File: src/rtl/vga_scan_compositor_pkg.sv
// rtl/vga_scan_compositor_pkg.sv - shared defines, VGA timing defaults, layer enum and colour-bar helper
`ifndef VGA_SCAN_COMPOSITOR_DEFINES
`define VGA_SCAN_COMPOSITOR_DEFINES
`define COLOR_RGB_DEPTH     12
`define H_DISP_LEN          10
`define V_DISP_LEN          10
`define GAME_STATUS_BIT_LEN 2
`define GAME_STATUS_RUN     2'd1
`define H_DISP              640
`define H_FP                16
`define H_SYNC              96
`define H_BP                48
`define H_TOTAL             (`H_DISP + `H_FP + `H_SYNC + `H_BP)
`define V_DISP              480
`define V_FP                10
`define V_SYNC              2
`define V_BP                33
`define V_TOTAL             (`V_DISP + `V_FP + `V_SYNC + `V_BP)
`define LAYER_DLY           2
`define BAR_WIDTH           80
`define BAR_WHITE           12'hFFF
`define BAR_YELLOW          12'hFF0
`define BAR_CYAN            12'h0FF
`define BAR_GREEN           12'h0F0
`define BAR_MAGENTA         12'hF0F
`define BAR_RED             12'hF00
`define BAR_BLUE            12'h00F
`define BAR_BLACK           12'h000
`endif

package vga_scan_compositor_pkg;

  localparam int H_DISP_DEF    = `H_DISP;
  localparam int H_FP_DEF      = `H_FP;
  localparam int H_SYNC_DEF    = `H_SYNC;
  localparam int H_BP_DEF      = `H_BP;
  localparam int V_DISP_DEF    = `V_DISP;
  localparam int V_FP_DEF      = `V_FP;
  localparam int V_SYNC_DEF    = `V_SYNC;
  localparam int V_BP_DEF      = `V_BP;
  localparam int LAYER_DLY_DEF = `LAYER_DLY;

  typedef logic [`COLOR_RGB_DEPTH-1:0] rgb_t;

  // Which layer wins the composite at a given pixel, ordered by rising priority
  typedef enum logic [1:0] {
    LAYER_BG     = 2'd0,
    LAYER_ENEMY  = 2'd1,
    LAYER_BULLET = 2'd2,
    LAYER_ME     = 2'd3
  } layer_e;

  // Eight vertical bars of BAR_WIDTH pixels, left to right
  function automatic rgb_t bar_color(input logic [9:0] x);
    rgb_t c;
    if      (x < 10'(1 * `BAR_WIDTH)) c = `BAR_WHITE;
    else if (x < 10'(2 * `BAR_WIDTH)) c = `BAR_YELLOW;
    else if (x < 10'(3 * `BAR_WIDTH)) c = `BAR_CYAN;
    else if (x < 10'(4 * `BAR_WIDTH)) c = `BAR_GREEN;
    else if (x < 10'(5 * `BAR_WIDTH)) c = `BAR_MAGENTA;
    else if (x < 10'(6 * `BAR_WIDTH)) c = `BAR_RED;
    else if (x < 10'(7 * `BAR_WIDTH)) c = `BAR_BLUE;
    else                              c = `BAR_BLACK;
    return c;
  endfunction

endpackage

File: src/rtl/vga_scan_compositor_if.sv
// rtl/vga_scan_compositor_if.sv - layer pixel interface between the compositor and the sprite/background layers
interface vga_scan_compositor_if;

  logic [`H_DISP_LEN-1:0]      req_x_addr_o;
  logic [`V_DISP_LEN-1:0]      req_y_addr_o;
  logic                        frame_start_o;
  logic                        crash_enemy_bullet_o;
  logic                        crash_me_enemy_o;
  logic [`COLOR_RGB_DEPTH-1:0] me_rgb_i;
  logic                        me_alpha_i;
  logic [`COLOR_RGB_DEPTH-1:0] bullet_rgb_i;
  logic                        bullet_alpha_i;
  logic [`COLOR_RGB_DEPTH-1:0] enemy_rgb_i;
  logic                        enemy_alpha_i;
  logic [`COLOR_RGB_DEPTH-1:0] bg_rgb_i;

  modport master (
    output req_x_addr_o, req_y_addr_o, frame_start_o,
    output crash_enemy_bullet_o, crash_me_enemy_o,
    input  me_rgb_i, me_alpha_i, bullet_rgb_i, bullet_alpha_i,
    input  enemy_rgb_i, enemy_alpha_i, bg_rgb_i
  );

  modport slave (
    input  req_x_addr_o, req_y_addr_o, frame_start_o,
    input  crash_enemy_bullet_o, crash_me_enemy_o,
    output me_rgb_i, me_alpha_i, bullet_rgb_i, bullet_alpha_i,
    output enemy_rgb_i, enemy_alpha_i, bg_rgb_i
  );

endinterface

File: src/rtl/vga_scan_compositor_timing.sv
// rtl/vga_scan_compositor_timing.sv - vga_timing_gen: h/v counters, raw sync flags, active flag and frame_start
module vga_timing_gen #(
  parameter int H_DISP = 640,
  parameter int H_FP   = 16,
  parameter int H_SYNC = 96,
  parameter int H_BP   = 48,
  parameter int V_DISP = 480,
  parameter int V_FP   = 10,
  parameter int V_SYNC = 2,
  parameter int V_BP   = 33
) (
  input  logic       clk_vga,
  input  logic       rst_n,
  output logic [9:0] h_cnt_o,
  output logic [9:0] v_cnt_o,
  output logic       active_o,
  output logic       hsync_act_o,
  output logic       vsync_act_o,
  output logic       frame_start_o
);

  localparam logic [9:0] H_LAST     = 10'(H_DISP + H_FP + H_SYNC + H_BP - 1);
  localparam logic [9:0] V_LAST     = 10'(V_DISP + V_FP + V_SYNC + V_BP - 1);
  localparam logic [9:0] H_ACT_END  = 10'(H_DISP);
  localparam logic [9:0] V_ACT_END  = 10'(V_DISP);
  localparam logic [9:0] H_SYNC_BEG = 10'(H_DISP + H_FP);
  localparam logic [9:0] H_SYNC_END = 10'(H_DISP + H_FP + H_SYNC);
  localparam logic [9:0] V_SYNC_BEG = 10'(V_DISP + V_FP);
  localparam logic [9:0] V_SYNC_END = 10'(V_DISP + V_FP + V_SYNC);

  logic [9:0] h_cnt_q, h_cnt_d;
  logic [9:0] v_cnt_q, v_cnt_d;
  logic       frame_start_q, frame_start_d;

  // Raster advance: wrap h at end of line, step v on wrap; explicit compares avoid relying on overflow
  always_comb begin
    h_cnt_d       = h_cnt_q + 10'd1;
    v_cnt_d       = v_cnt_q;
    frame_start_d = (h_cnt_q == 10'd0) && (v_cnt_q == 10'd0);
    if (h_cnt_q == H_LAST) begin
      h_cnt_d = 10'd0;
      if (v_cnt_q == V_LAST) v_cnt_d = 10'd0;
      else                   v_cnt_d = v_cnt_q + 10'd1;
    end
  end

  // Counter and frame-start registers; reset restarts a full frame from 0,0
  always_ff @(posedge clk_vga or negedge rst_n) begin
    if (!rst_n) begin
      h_cnt_q       <= 10'd0;
      v_cnt_q       <= 10'd0;
      frame_start_q <= 1'b0;
    end else begin
      h_cnt_q       <= h_cnt_d;
      v_cnt_q       <= v_cnt_d;
      frame_start_q <= frame_start_d;
    end
  end

  assign h_cnt_o       = h_cnt_q;
  assign v_cnt_o       = v_cnt_q;
  assign active_o      = (h_cnt_q < H_ACT_END) && (v_cnt_q < V_ACT_END);
  assign hsync_act_o   = (h_cnt_q >= H_SYNC_BEG) && (h_cnt_q < H_SYNC_END);
  assign vsync_act_o   = (v_cnt_q >= V_SYNC_BEG) && (v_cnt_q < V_SYNC_END);
  assign frame_start_o = frame_start_q;

endmodule

File: src/rtl/vga_scan_compositor.sv
// rtl/vga_scan_compositor.sv - raster requester, layer alignment pipeline and priority compositor; optional COMPOSITOR_TEST_PATTERN_EN
module vga_scan_compositor
  import vga_scan_compositor_pkg::*;
#(
  parameter int H_DISP    = H_DISP_DEF,
  parameter int H_FP      = H_FP_DEF,
  parameter int H_SYNC    = H_SYNC_DEF,
  parameter int H_BP      = H_BP_DEF,
  parameter int V_DISP    = V_DISP_DEF,
  parameter int V_FP      = V_FP_DEF,
  parameter int V_SYNC    = V_SYNC_DEF,
  parameter int V_BP      = V_BP_DEF,
  parameter int LAYER_DLY = LAYER_DLY_DEF
) (
  input  logic                           clk_vga,
  input  logic                           rst_n,
`ifdef COMPOSITOR_TEST_PATTERN_EN
  input  logic                           test_pattern_i,
`endif
  input  logic [`GAME_STATUS_BIT_LEN-1:0] game_status_i,
  vga_scan_compositor_if.master          layer_if,
  output logic                           hsync_o,
  output logic                           vsync_o,
  output logic [`COLOR_RGB_DEPTH-1:0]    vga_rgb_o
);

  logic [9:0] h_cnt, v_cnt;
  logic       active_0, hsync_act, vsync_act, frame_start;

  vga_timing_gen #(
    .H_DISP(H_DISP), .H_FP(H_FP), .H_SYNC(H_SYNC), .H_BP(H_BP),
    .V_DISP(V_DISP), .V_FP(V_FP), .V_SYNC(V_SYNC), .V_BP(V_BP)
  ) u_timing (
    .clk_vga       (clk_vga),
    .rst_n         (rst_n),
    .h_cnt_o       (h_cnt),
    .v_cnt_o       (v_cnt),
    .active_o      (active_0),
    .hsync_act_o   (hsync_act),
    .vsync_act_o   (vsync_act),
    .frame_start_o (frame_start)
  );

  assign layer_if.req_x_addr_o  = active_0 ? h_cnt : '0;
  assign layer_if.req_y_addr_o  = active_0 ? v_cnt : '0;
  assign layer_if.frame_start_o = frame_start;

  // Sync flags are carried active-high so an all-zero reset never produces a sync pulse
  logic [LAYER_DLY-1:0] active_pipe_q, active_pipe_d;
  logic [LAYER_DLY-1:0] hs_pipe_q, hs_pipe_d;
  logic [LAYER_DLY-1:0] vs_pipe_q, vs_pipe_d;
  logic                 active_dly;

  // Shift counter-domain flags so stage LAYER_DLY-1 lines up with the layer data
  always_comb begin
    active_pipe_d    = active_pipe_q;
    hs_pipe_d        = hs_pipe_q;
    vs_pipe_d        = vs_pipe_q;
    active_pipe_d[0] = active_0;
    hs_pipe_d[0]     = hsync_act;
    vs_pipe_d[0]     = vsync_act;
    for (int i = 1; i < LAYER_DLY; i++) begin
      active_pipe_d[i] = active_pipe_q[i-1];
      hs_pipe_d[i]     = hs_pipe_q[i-1];
      vs_pipe_d[i]     = vs_pipe_q[i-1];
    end
  end

  assign active_dly = active_pipe_q[LAYER_DLY-1];

`ifdef COMPOSITOR_TEST_PATTERN_EN
  logic [9:0] x_pipe_q [LAYER_DLY];
  logic [9:0] x_pipe_d [LAYER_DLY];

  // Column pipeline so the bar colour follows the same pixel as active_dly
  always_comb begin
    x_pipe_d    = x_pipe_q;
    x_pipe_d[0] = h_cnt;
    for (int i = 1; i < LAYER_DLY; i++) x_pipe_d[i] = x_pipe_q[i-1];
  end

  // Column pipeline registers
  always_ff @(posedge clk_vga or negedge rst_n) begin
    if (!rst_n) begin
      for (int i = 0; i < LAYER_DLY; i++) x_pipe_q[i] <= 10'd0;
    end else begin
      x_pipe_q <= x_pipe_d;
    end
  end
`endif

  logic   run, me_a, bul_a, en_a;
  layer_e sel;
  rgb_t   winner, rgb_d;
  logic   crash_eb, crash_me;

  // Priority composite me > bullet > enemy > bg; sprite layers vanish outside RUN
  always_comb begin
    run   = (game_status_i == `GAME_STATUS_RUN);
    me_a  = run & layer_if.me_alpha_i;
    bul_a = run & layer_if.bullet_alpha_i;
    en_a  = run & layer_if.enemy_alpha_i;
    sel   = LAYER_BG;
    if (en_a)  sel = LAYER_ENEMY;
    if (bul_a) sel = LAYER_BULLET;
    if (me_a)  sel = LAYER_ME;
    case (sel)
      LAYER_ME:     winner = layer_if.me_rgb_i;
      LAYER_BULLET: winner = layer_if.bullet_rgb_i;
      LAYER_ENEMY:  winner = layer_if.enemy_rgb_i;
      default:      winner = layer_if.bg_rgb_i;
    endcase
    rgb_d    = active_dly ? winner : '0;
    crash_eb = active_dly & en_a & bul_a;
    crash_me = active_dly & me_a & en_a;
`ifdef COMPOSITOR_TEST_PATTERN_EN
    if (test_pattern_i) begin
      rgb_d    = active_dly ? bar_color(x_pipe_q[LAYER_DLY-1]) : '0;
      crash_eb = 1'b0;
      crash_me = 1'b0;
    end
`endif
  end

  // Strobes stay combinational so layers see them on the edge that closes their delayed pixel
  assign layer_if.crash_enemy_bullet_o = crash_eb;
  assign layer_if.crash_me_enemy_o     = crash_me;

  logic hsync_q, vsync_q;
  rgb_t rgb_q;

  // Alignment pipeline plus pin registers; syncs and colour leave in the same stage
  always_ff @(posedge clk_vga or negedge rst_n) begin
    if (!rst_n) begin
      active_pipe_q <= '0;
      hs_pipe_q     <= '0;
      vs_pipe_q     <= '0;
      hsync_q       <= 1'b1;
      vsync_q       <= 1'b1;
      rgb_q         <= '0;
    end else begin
      active_pipe_q <= active_pipe_d;
      hs_pipe_q     <= hs_pipe_d;
      vs_pipe_q     <= vs_pipe_d;
      hsync_q       <= ~hs_pipe_q[LAYER_DLY-1];
      vsync_q       <= ~vs_pipe_q[LAYER_DLY-1];
      rgb_q         <= rgb_d;
    end
  end

  assign hsync_o   = hsync_q;
  assign vsync_o   = vsync_q;
  assign vga_rgb_o = rgb_q;

endmodule

File: src/flat_wrapper.sv
// flat-port wrapper written by rule: the top's interface ports become plain ports
module vga_scan_compositor_flat import vga_scan_compositor_pkg::*;
#(
  parameter int H_DISP    = H_DISP_DEF,
  parameter int H_FP      = H_FP_DEF,
  parameter int H_SYNC    = H_SYNC_DEF,
  parameter int H_BP      = H_BP_DEF,
  parameter int V_DISP    = V_DISP_DEF,
  parameter int V_FP      = V_FP_DEF,
  parameter int V_SYNC    = V_SYNC_DEF,
  parameter int V_BP      = V_BP_DEF,
  parameter int LAYER_DLY = LAYER_DLY_DEF
)
  (clk_vga, rst_n, game_status_i, hsync_o, vsync_o, vga_rgb_o, layer_if_req_x_addr_o, layer_if_req_y_addr_o, layer_if_frame_start_o, layer_if_crash_enemy_bullet_o, layer_if_crash_me_enemy_o, layer_if_me_rgb_i, layer_if_me_alpha_i, layer_if_bullet_rgb_i, layer_if_bullet_alpha_i, layer_if_enemy_rgb_i, layer_if_enemy_alpha_i, layer_if_bg_rgb_i);
  vga_scan_compositor_if layer_if_i ();
  input  logic clk_vga;
  input  logic rst_n;
  input  logic [`GAME_STATUS_BIT_LEN-1:0] game_status_i;
  output logic hsync_o;
  output logic vsync_o;
  output logic [`COLOR_RGB_DEPTH-1:0] vga_rgb_o;
  output wire logic [$bits(layer_if_i.req_x_addr_o)-1:0] layer_if_req_x_addr_o;
  output wire logic [$bits(layer_if_i.req_y_addr_o)-1:0] layer_if_req_y_addr_o;
  output wire logic [$bits(layer_if_i.frame_start_o)-1:0] layer_if_frame_start_o;
  output wire logic [$bits(layer_if_i.crash_enemy_bullet_o)-1:0] layer_if_crash_enemy_bullet_o;
  output wire logic [$bits(layer_if_i.crash_me_enemy_o)-1:0] layer_if_crash_me_enemy_o;
  input wire logic [$bits(layer_if_i.me_rgb_i)-1:0] layer_if_me_rgb_i;
  input wire logic [$bits(layer_if_i.me_alpha_i)-1:0] layer_if_me_alpha_i;
  input wire logic [$bits(layer_if_i.bullet_rgb_i)-1:0] layer_if_bullet_rgb_i;
  input wire logic [$bits(layer_if_i.bullet_alpha_i)-1:0] layer_if_bullet_alpha_i;
  input wire logic [$bits(layer_if_i.enemy_rgb_i)-1:0] layer_if_enemy_rgb_i;
  input wire logic [$bits(layer_if_i.enemy_alpha_i)-1:0] layer_if_enemy_alpha_i;
  input wire logic [$bits(layer_if_i.bg_rgb_i)-1:0] layer_if_bg_rgb_i;
  assign layer_if_req_x_addr_o = layer_if_i.req_x_addr_o;
  assign layer_if_req_y_addr_o = layer_if_i.req_y_addr_o;
  assign layer_if_frame_start_o = layer_if_i.frame_start_o;
  assign layer_if_crash_enemy_bullet_o = layer_if_i.crash_enemy_bullet_o;
  assign layer_if_crash_me_enemy_o = layer_if_i.crash_me_enemy_o;
  assign layer_if_i.me_rgb_i = layer_if_me_rgb_i;
  assign layer_if_i.me_alpha_i = layer_if_me_alpha_i;
  assign layer_if_i.bullet_rgb_i = layer_if_bullet_rgb_i;
  assign layer_if_i.bullet_alpha_i = layer_if_bullet_alpha_i;
  assign layer_if_i.enemy_rgb_i = layer_if_enemy_rgb_i;
  assign layer_if_i.enemy_alpha_i = layer_if_enemy_alpha_i;
  assign layer_if_i.bg_rgb_i = layer_if_bg_rgb_i;
  vga_scan_compositor #(.H_DISP(H_DISP), .H_FP(H_FP), .H_SYNC(H_SYNC), .H_BP(H_BP), .V_DISP(V_DISP), .V_FP(V_FP), .V_SYNC(V_SYNC), .V_BP(V_BP), .LAYER_DLY(LAYER_DLY)) u_core (.clk_vga(clk_vga), .rst_n(rst_n), .game_status_i(game_status_i), .layer_if(layer_if_i), .hsync_o(hsync_o), .vsync_o(vsync_o), .vga_rgb_o(vga_rgb_o));
endmodule
File: config.mk
export PLATFORM = sky130hd
export DESIGN_NAME = vga_scan_compositor_flat
export DESIGN_NICKNAME = d
export VERILOG_FILES = /design/src/rtl/vga_scan_compositor_pkg.sv /design/src/rtl/vga_scan_compositor_if.sv /design/src/rtl/vga_scan_compositor_timing.sv /design/src/rtl/vga_scan_compositor.sv /design/src/flat_wrapper.sv
export SDC_FILE = /design/constraint.sdc
export NUM_CORES = 1
export LEC_CHECK = 0
export ABC_AREA = 1
export CAP_MARGIN = 20
export CORE_MARGIN = 4
export CORE_UTILIZATION = 29
export CTS_CLUSTER_SIZE = 28
export DETAILED_ROUTE_END_ITERATION = 7
export GPL_ROUTABILITY_DRIVEN = 0
export GPL_TIMING_DRIVEN = 0
export MAX_ROUTING_LAYER = met4
export PLACE_DENSITY = 0.66
export SLEW_MARGIN = 40
export SYNTH_ARGS = -nofsm -noshare
export SYNTH_HDL_FRONTEND = slang
export SYNTH_SLANG_ARGS = --single-unit
File: constraint.sdc
create_clock -name clk_vga -period 1.85 [get_ports clk_vga]
set_input_delay 0.185 -clock clk_vga [delete_from_list [all_inputs] [get_ports clk_vga]]
set_output_delay 0.185 -clock clk_vga [all_outputs]
set_load 0.005 [all_outputs]
==> flow_metrics.py, run 1 <==
metrics = {
    "timing": {
        "period_needed_ns": 1.76,
        "fin_crit_sh_pct": 95.3,
        "holdWs_ns": 0.349,
        "final-setup-viol-count": 0,
        "slew_violations": 0,
        "slew_headroom_pct": 65.4,
        "tightest_slew_ns": 0.519,
        "fin_skew_ns": 0.00841,
        "finalHoldViolations": 0,
        "fmax_mhz": 567,
    },
    "floorplan": {
        "die_h_um": 97.9,
        "core_area_mm2": 0.00781,
        "num_rows": 32,
        "die_w_um": 97.9,
        "die-area_mm2": 0.00958,
        "io-pin-count": 92,
        "start_util_pct": 30.0,
    },
    "worst_hold_path": {
        "min_path_type": "register to register",
    },
    "layout": {
        "final_util_pct": 45.3,
        "final_cell_count_no_fill": 537,
        "syn_to_final_growth_pct": 50.8,
        "multiInputGateArea_mm2": 0.00115,
        "seqCellArea_mm2": 0.00103,
        "drive_above_1_share_pct": 15.2,
        "fin_nets": 493,
        "final_cell_mix": "nand2_1, clkdlybuf4s50_1, nor2_1",
        "fillers": 789,
        "final_common_cell": "nand2_1",
        "diodes": 0,
    },
    "global_routing": {
        "grt_remaining_overflow": 0,
        "grt_use_total_pct": 14.3,
        "grt_max_degree": 42,
        "grt_first_pass_wirelength_mm": 11.1,
        "antenna_found_initial": 0,
        "grt_pass1_vias": 2460,
    },
    "synthesis": {
        "yosysSeqAreaShare_pct": 43.9,
        "synth_edf_count": 0,
        "syn-num-nets": 385,
        "yosysWarnings": 0,
        "synthFlopType": "dfrtp_1",
        "netlist_area_mm2": 0.00234,
        "syn_area_per_cell_um2": 7.19,
        "synth_cell_type_count": 29,
        "yosys_register_bits": 41,
        "netlist_instances": 326,
        "synthArstFlopShare_pct": 100,
    },
    "power_and_ir_drop": {
        "p_leak_nw": 1.69,
        "power_density_mw_per_mm2": 497,
        "ir_drop_mv": 0.323,
    },
    "placement": {
        "port_buffers": 90,
        "place_inst": 518,
        "dp_hpwl_mm": 5.16,
    },
    "critical_path": {
        "cpPeakStageDelay_ns": 0.44,
        "timing.critical_path.cells": "nand2_4 > nand4_1 > buf_4 > buf_6 > nor2_1 > dlygate4sd2_1",
        "worst_ep_arrival_time_ns": 1.58,
        "cp_top_family": "buffers and inverters",
        "worstPathRequired_ns": 1.66,
        "slowest_stage": "dfrtp_1",
        "crit_path_end_kind": "output pin",
        "critPathLaunchType": "register",
        "cp_max_fo": 5,
        "worstSetupPathType": "register to output pin",
        "path_buf_inv": 3,
    },
    "cts": {
        "clkSlewWorstSetupHoldPaths_ns": 0.08,
        "h-tree-depth": 2,
        "clockBufferDepth": 2,
        "tritoncts": "yes",
        "clock_latency_ns": 0.29,
        "cts_sinks": 41,
        "root_buffer": "clkbuf_8",
        "cts_made_buffers": 5,
    },
    "routing": {
        "postRouteAntennaNets": 0,
        "routed_wl_mm": 6.57,
        "wire_per_inst_um": 12.2,
        "vias_per_cell": 4.56,
        "drtIter0Drc": 85,
        "vias": 2447,
        "drt-pass1-iter-count": 4,
        "drc": 0,
    },
    "outcome": {
        "status": "finished, final reports clean",
    },
    "run": {
        "max_cap_violations": 0,
    },
}
==> Yosys cell counts (all sizes together) (2+ instances only) <==
cell / n / area, µm²
nand2: 88 / 333
nor2: 67 / 275
dfrtp: 39 / 976
inv: 37 / 139
nand3: 29 / 158
o21ai: 24 / 120
buf: 11 / 66.3
nand4: 7 / 43.8
xor2: 6 / 52.6
ha: 4 / 50.1
nor3: 4 / 25.0
dfstp: 2 / 52.6
nor4: 2 / 12.5
==> what timing repair did <==
item,in CTS,in global routing
pin swaps,1,1
hold endpoints to repair,39,0
gates resized for setup,38,37
hold buffers,1,0
cloned,2,0
endpoints found under the setup margin,21,19
setup buffers,6,4
==> sequential cells by signal, summed over array words and instances, names as in the netlist <==
register and flops:
u_core.u_timing.h_cnt_o 10, u_core.u_timing.v_cnt_o 10, u_core.hsync_o 1, u_core.vga_rgb_o 12, u_core.hs_pipe_q 2, u_core.vsync_o 1, u_core.u_timing.frame_start_o 1, u_core.vs_pipe_q 2
u_core.active_pipe_q 2
==> path summary, 6_finish.rpt <==
path                                            startpoint                         end  slack (ns)  depth (start not counted)
worst max-delay path            u_core.u_timing.h_cnt_o[9]    layer_if_req_x_addr_o[4]        0.09                          6
worst min-delay path                   u_core.hs_pipe_q[1]              u_core.hsync_o        0.35                          1
worst max register to register  u_core.u_timing.v_cnt_o[6]  u_core.u_timing.v_cnt_o[0]        0.20                          8
worst min register to register         u_core.hs_pipe_q[1]              u_core.hsync_o        0.35                          1
max in group asynchronous                            rst_n  u_core.u_timing.v_cnt_o[5]        1.06                          2
min in group asynchronous                            rst_n  u_core.u_timing.v_cnt_o[7]        0.41                          2
==> through the flow <==
stage          cell area [µm²]  setup WS [ns]  TNS [ns]  total power, mW
2_1_floorplan             2340          0.510         0             1.01
3_3_place_gp              3370         -0.529    -21.30             1.21
3_5_place_dp              3370         -0.290    -0.579             1.21
4_1_cts                   3530         0.0204         0             1.80
5_1_grt                   3530       -0.00115  -0.00182             1.86
6_report                  3530         0.0876         0             1.76
==> power breakdown <==
part           switching [mW]  internal (mW)
clock                   0.304          0.260
sequential            0.00603          0.919
combinational          0.0986          0.169
total                   0.409           1.35
==> logic make-up (layout without fill, tap and decap cells) <==
family / after synthesis / in the layout / share of synthesized area, %
AO/OA/AOI/OAI: 27 / 27 / 6.19
XOR/XNOR: 6 / 6 / 2.24
adder cells (fa/ha/maj): 4 / 4 / 2.14
buffers and inverters: 49 / 158 / 8.92
flip-flops: 41 / 41 / 43.9
other: 1 / 1 / 0.160
AND/OR/NAND/NOR: 198 / 198 / 36.5
==> routing by layer <==
metal / up-vias / wire (µm) / global-route usage [%]
li1: 1236 / - / -
met1: 1148 / 2740 / 17.2
met2: 50 / 3510 / 24.7
met3: 13 / 183 / 2.36
met4: 0 / 138 / 4.15
met5: - / 0 / -
==> layout make-up <==
type,count,area share (%)
Clock inverter,3,0.496
Inverter,37,3.93
Multi-Input combinational cell,236,32.4
Tap cell,102,3.61
Timing Repair Buffer,103,26.2
Clock buffer,5,1.95
Buffer,10,2.27
Sequential cell,41,29.1
Power figures use the tool's default switching activity.
==> inputs of run 2 (changes only) <==
- CAP_MARGIN: 20 -> unset
==> results of run 2 <==
The final DEF is identical to that of run 1; final timing and power are the same.
==> RTL edit 1, RTL diff (settings of run 1) <==
Change the macro `GAME_STATUS_BIT_LEN` from 2 to 4.
--- a/src/rtl/vga_scan_compositor_pkg.sv
+++ b/src/rtl/vga_scan_compositor_pkg.sv
@@ -4,7 +4,7 @@
 `define COLOR_RGB_DEPTH     12
 `define H_DISP_LEN          10
 `define V_DISP_LEN          10
-`define GAME_STATUS_BIT_LEN 2
+`define GAME_STATUS_BIT_LEN 4
 `define GAME_STATUS_RUN     2'd1
 `define H_DISP              640
 `define H_FP                16
Ports: changed (resized game_status_i); port bits go from 92 to 94. No check against the original RTL was run, so the function may have changed too.
==> RTL edit 1 against run 1 <==
  * Sequential cell count did not move
  * Design area rose by 2.0%
  * Worst setup slack improved by 0.018 ns
  * Die area rose by 3.4%
  * Wire length rose by 9.2%
  * Global-route usage rose by 0.89 points
  * Via count rose by 5.8%
  * Non-clock buffer count did not move
  * Total power fell by 1.3%
  * Sequential power fell by 0.4%
  * Clock power fell by 3%
  * Area after synthesis rose by 3.7%
  * Fmax rose by 1.0%
  * Critical endpoint is now layer_if_crash_me_enemy_o
  * Largest cell class unchanged
  * Highest routed layer unchanged
==> RTL edit 1: results (changes against run 1) <==
metric;value;unit;change
ANT cells;0;;unchanged
CP delay by family, top;buffers and inverters;;unchanged
H-tree depth;2;;unchanged
layout cells sized above 1;16.6;%;was 15.2%
Reg2Reg Launch Point;u_core.u_timing.v_cnt_o[0]$_DFFE_PN0N_;;was u_core.u_timing.v_cnt_o[6]$_DFFE_PN0N_
Final Net Count;507;;was 493
Final Skew;0.00764;ns;was 0.00841 ns
syn_area_per_cell;7.21;um2;was 7.19 um2
Clock Latency Late Sink;0.29;ns;about the same
Final Hold Slack;0.348;ns;was 0.349 ns
worst vdd ir;252;uV;was 323 uV
syn nets;398;;was 385
async set-reset flop share out of synthesis;100;%;unchanged
status;completed;;unchanged
synth cell count leaders;nand2_1, nor2_1, dfrtp_1, inv_1;;was nand2_1, nor2_1, dfrtp_1, inv_1, nand3_1
peak fanout along the critical path;10;;was 5
first-pass GRT wire length;11900;um;was 11100 um
Seq/Total Area, Yosys;42.3;%;was 43.9%
Worst EP arrival;1.56;ns;was 1.58 ns
Synth area leaders;dfrtp_1, nand2_1, nor2_1;;unchanged
Crit-path slowest cell;clkdlybuf4s50_1;;was dfrtp_1
DP HPWL;5630;um;was 5160 um
reg2reg setup slack;0.25;ns;was 0.20 ns
number of fill cells in the layout;846;;was 789
vias in the first global route;2511;;was 2460
via count;2589;;was 2447
DR iter-0 viols;146;;was 85
max reg flops;12;;unchanged
Slew headroom;66.0;%;was 65.4%
# port buffers;92;;was 90
GR Util All Layers;15.2;%;was 14.3%
total wire length;7180;um;was 6570 um
TritonCTS Buffers;5;;unchanged
r2r endpoint;u_core.u_timing.v_cnt_o[2]$_DFFE_PN0N_;;was u_core.u_timing.v_cnt_o[0]$_DFFE_PN0N_
drt pass-1 iters;4;;unchanged
reg2reg path depth;7;;was 8
Yosys cell types;29;;unchanged
Leak;0.00167;uW;was 0.00169 uW
[RTL edit 1: worst max path at each step]
stage          slack [ns]                                      to                                    from
3_5_place_dp        -0.26           layer_if_crash_enemy_bullet_o                        game_status_i[0]
6_report             0.11               layer_if_crash_me_enemy_o                     layer_if_me_alpha_i
3_3_place_gp        -0.52    u_core.u_timing.h_cnt_o[0]$_DFF_PN0_                                   rst_n
5_1_grt           -0.0005           layer_if_crash_enemy_bullet_o                        game_status_i[0]
4_1_cts            0.0003                layer_if_req_x_addr_o[6]  u_core.u_timing.v_cnt_o[5]$_DFFE_PN0N_
2_1_floorplan        0.48  u_core.u_timing.v_cnt_o[0]$_DFFE_PN0N_    u_core.u_timing.h_cnt_o[0]$_DFF_PN0_
[RTL edit 1: what timing repair did]
item                       in CTS  in global routing
gates cloned                    0                  0
setup buffers                   7                  3
pin swaps                       3                  2
gates resized for setup        30                 44
hold buffers                    1                  0
hold endpoints to repair       39                  0
setup endpoints to repair      21                 17
[RTL edit 1: layout make-up]
class                   instances  area share [%]
plain buffers                  10            2.08
clock buffers                   6            2.01
clock inverters                 2           0.278
inverters                      38            4.02
multi-input cells             247            33.6
flip-flops and latches         41            28.6
well taps                     105            3.64
repair buffers                103            25.8
[RTL edit 1: kinds of logic (layout without fill, tap and decap cells)]
family          after synthesis  after routing  synth area share [%]
flops                        41             41                  42.3
fa+ha+maj                     4              4                  2.06
compound gates               30             30                  6.54
buf+inv                      49            159                  9.01
xor+xnor                      6              6                  2.16
simple gates                206            206                  37.7
other cells                   1              1                 0.154
[RTL edit 1: through the flow]
step / power, uW / cell area [um2] / worst slack, ns / setup TNS [ns] / instances
global route: 1830 / 3610 / -0.000492 / -0.000492 / 552
floorplan: 999 / 2430 / 0.477 / 0 / 337
finish: 1730 / 3610 / 0.105 / 0 / 552
CTS: 1760 / 3630 / 0.000262 / 0 / 550
global placement: 1190 / 3480 / -0.519 / -21.13 / 534
detailed placement: 1200 / 3480 / -0.262 / -0.991 / 534
[RTL edit 1: power breakdown]
| part | total [uW] | switching [uW] | internal, uW |
|---|---|---|---|
| Combinational | 263 | 98.0 | 165 |
| Clock | 549 | 288 | 261 |
| Sequential | 921 | 4.95 | 916 |
| Total | 1730 | 390 | 1340 |
[RTL edit 1: layer usage]
layer	GRT usage, %	up-vias	wire [um]	share of wire [%]
li1	-	1298	-	-
met1	18.8	1191	3020	42
met2	25.6	81	3690	51
met3	2.45	19	310	4.3
met4	4.41	0	154	2.1
met5	-	-	0	0
==> RTL edit 2, RTL diff (settings of run 1) <==
Without the edit above. Register the output `vsync_o` once more, cleared by the reset; this adds one clock of latency there. The other outputs are not delayed to match.
--- a/src/rtl/vga_scan_compositor.sv
+++ b/src/rtl/vga_scan_compositor.sv
@@ -149,7 +149,13 @@
   end
 
   assign hsync_o   = hsync_q;
-  assign vsync_o   = vsync_q;
+  always_ff @(posedge clk_vga or negedge rst_n) begin
+    if (!rst_n) begin
+      vsync_o <= '0;
+    end else begin
+      vsync_o <= vsync_q;
+    end
+  end
   assign vga_rgb_o = rgb_q;
 
 endmodule
Formal check against the unedited RTL: not equivalent (a bounded check fails within 4 cycles, from zero or initial values and one cycle with rst_n low).
==> RTL edit 2 against run 1 <==
  * Largest power group unchanged
  * Highest routed layer unchanged
  * Worst setup slack worse by 0.11 ns
  * Sequential cell count up 1
  * Critical path type unchanged
  * Wire length up 13%
  * Total power up 4.7%
  * Design area up 7.8%
  * Synthesized cell count up 0.31%
  * Area after synthesis up 1.1%
  * The run now ends with negative setup slack left
==> RTL edit 2: results (changes against run 1) <==
metric;value;unit;change
fin worst setup slack;-0.0242;ns;was 0.0876 ns
syn_area_per_cell;7.24;um2;was 7.19 um2
Hold Startpoint;u_core.hs_pipe_q[0]$_DFF_PN0_;;was u_core.hs_pipe_q[1]$_DFF_PN0_
status;finished with violations;;was completed
failing checks;negative setup slack;;
biggest cell delay along the critical path;0.42;ns;was 0.44 ns
largest net degree at the start of global routing;43;;was 42
Critical Path Start;u_core.u_timing.v_cnt_o[6]$_DFFE_PN0N_;;was u_core.u_timing.h_cnt_o[9]$_DFF_PN0_
Synth area leaders;dfrtp_1, nand2_1, nor2_1;;unchanged
worst vdd ir;249;uV;was 323 uV
number of fill cells in the layout;766;;was 789
Seq/Total Area, Yosys;44.5;%;was 43.9%
Adder-Cell Fraction of Synth Area;2.11;%;was 2.14%
Synth Area in Compound Gates;6.13;%;was 6.19%
Worst EP arrival;1.69;ns;was 1.58 ns
Leak;0.00183;uW;was 0.00169 uW
drt via density;4.57;;was 4.56
peak fanout along the critical path;4;;was 5
total wire length;7420;um;was 6570 um
first-pass GRT wire length;11700;um;was 11100 um
layout cells sized above 1;21.9;%;was 15.2%
Finish-stage setup viols;5;;was 0
Final Skew;0.0115;ns;was 0.00841 ns
placed cells;520;;was 518
DR iter-0 viols;106;;was 85
vias in the first global route;2515;;was 2460
Setup Total Neg Slack;-0.0472;ns;was 0 ns
## RTL edit 2: changes by cell type in the layout (fill, tap and decap cells not counted), sizes merged
cell | before | now
dfrtp | 39 | 40
dlygate4sd2 | 5 | 1
clkinv | 2 | 1
clkbuf | 20 | 7
dlymetal6s2s | 0 | 2
buf | 22 | 57
clkdlybuf4s15 | 2 | 0
## RTL edit 2: per-layer routing
layer | vias to the layer above | GRT usage, % | routed length [um]
met1 | 1174 | 17.6 | 2970
met3 | 17 | 2.36 | 230
met2 | 68 | 26.8 | 4040
met5 | - | - | 0
met4 | 0 | 5.15 | 176
li1 | 1275 | - | -
## RTL edit 2: final timing paths
path	end	slack [ns]	cells past startpoint
setup / recovery	layer_if_req_x_addr_o[6]	-0.02	9
hold / removal	u_core.hs_pipe_q[1]$_DFF_PN0_	0.35	0
setup reg to reg	u_core.vs_pipe_q[0]$_DFF_PN0_	0.02	12
hold reg to reg	u_core.hs_pipe_q[1]$_DFF_PN0_	0.35	0
max in group asynchronous	u_core.hsync_o$_DFF_PN1_	1.20	3
min in group asynchronous	u_core.vga_rgb_o[1]$_DFF_PN0_	0.39	3
## RTL edit 2: repair_timing
action                                  4_1_cts  5_1_grt
setup buffers                                25        5
hold endpoints to repair                     40        0
gates cloned                                  2        0
resized for setup                           108       22
pin swaps                                     6        8
endpoints found under the setup margin       21       18
hold buffers                                  1        0
## RTL edit 2: stage by stage
step / util (%) / total power, uW / worst slack (ns) / hold WS (ns) / area (um2)
floorplan: - / 1030 / 0.510 / -0.111 / 2370
global placement: 43.3 / 1230 / -0.556 / 0.333 / 3400
detailed placement: 43.5 / 1240 / -0.272 / 0.163 / 3410
CTS: 47.8 / 1870 / -0.0384 / 0.349 / 3750
global route: 48.5 / 1930 / -0.0833 / 0.359 / 3810
finish: 48.5 / 1840 / -0.0242 / 0.345 / 3810
## RTL edit 2: worst max-delay path: cells and delay by family, from the launching register on
family / cells / cell delay (ns)
DFF: 1 / 0.42
buffers and inverters: 5 / 0.61
and+or+nand+nor: 4 / 0.38
## RTL edit 2: power breakdown
part | internal, uW | switching [uW] | total [uW] | leakage, uW
registers | 940 | 5.98 | 946 | 0.000521
logic | 176 | 103 | 279 | 0.00126
clock network | 300 | 315 | 615 | 0.0000472
total | 1420 | 424 | 1840 | 0.00183
## RTL edit 2: cell type report
type / instances / share of cell area, %
plain buffers: 10 / 2.10
clock buffers: 6 / 2.17
clock inverters: 2 / 0.328
inverters: 37 / 3.65
multi-input cells: 236 / 31.8
flip-flops and latches: 42 / 27.7
well taps: 102 / 3.35
repair buffers: 120 / 28.9
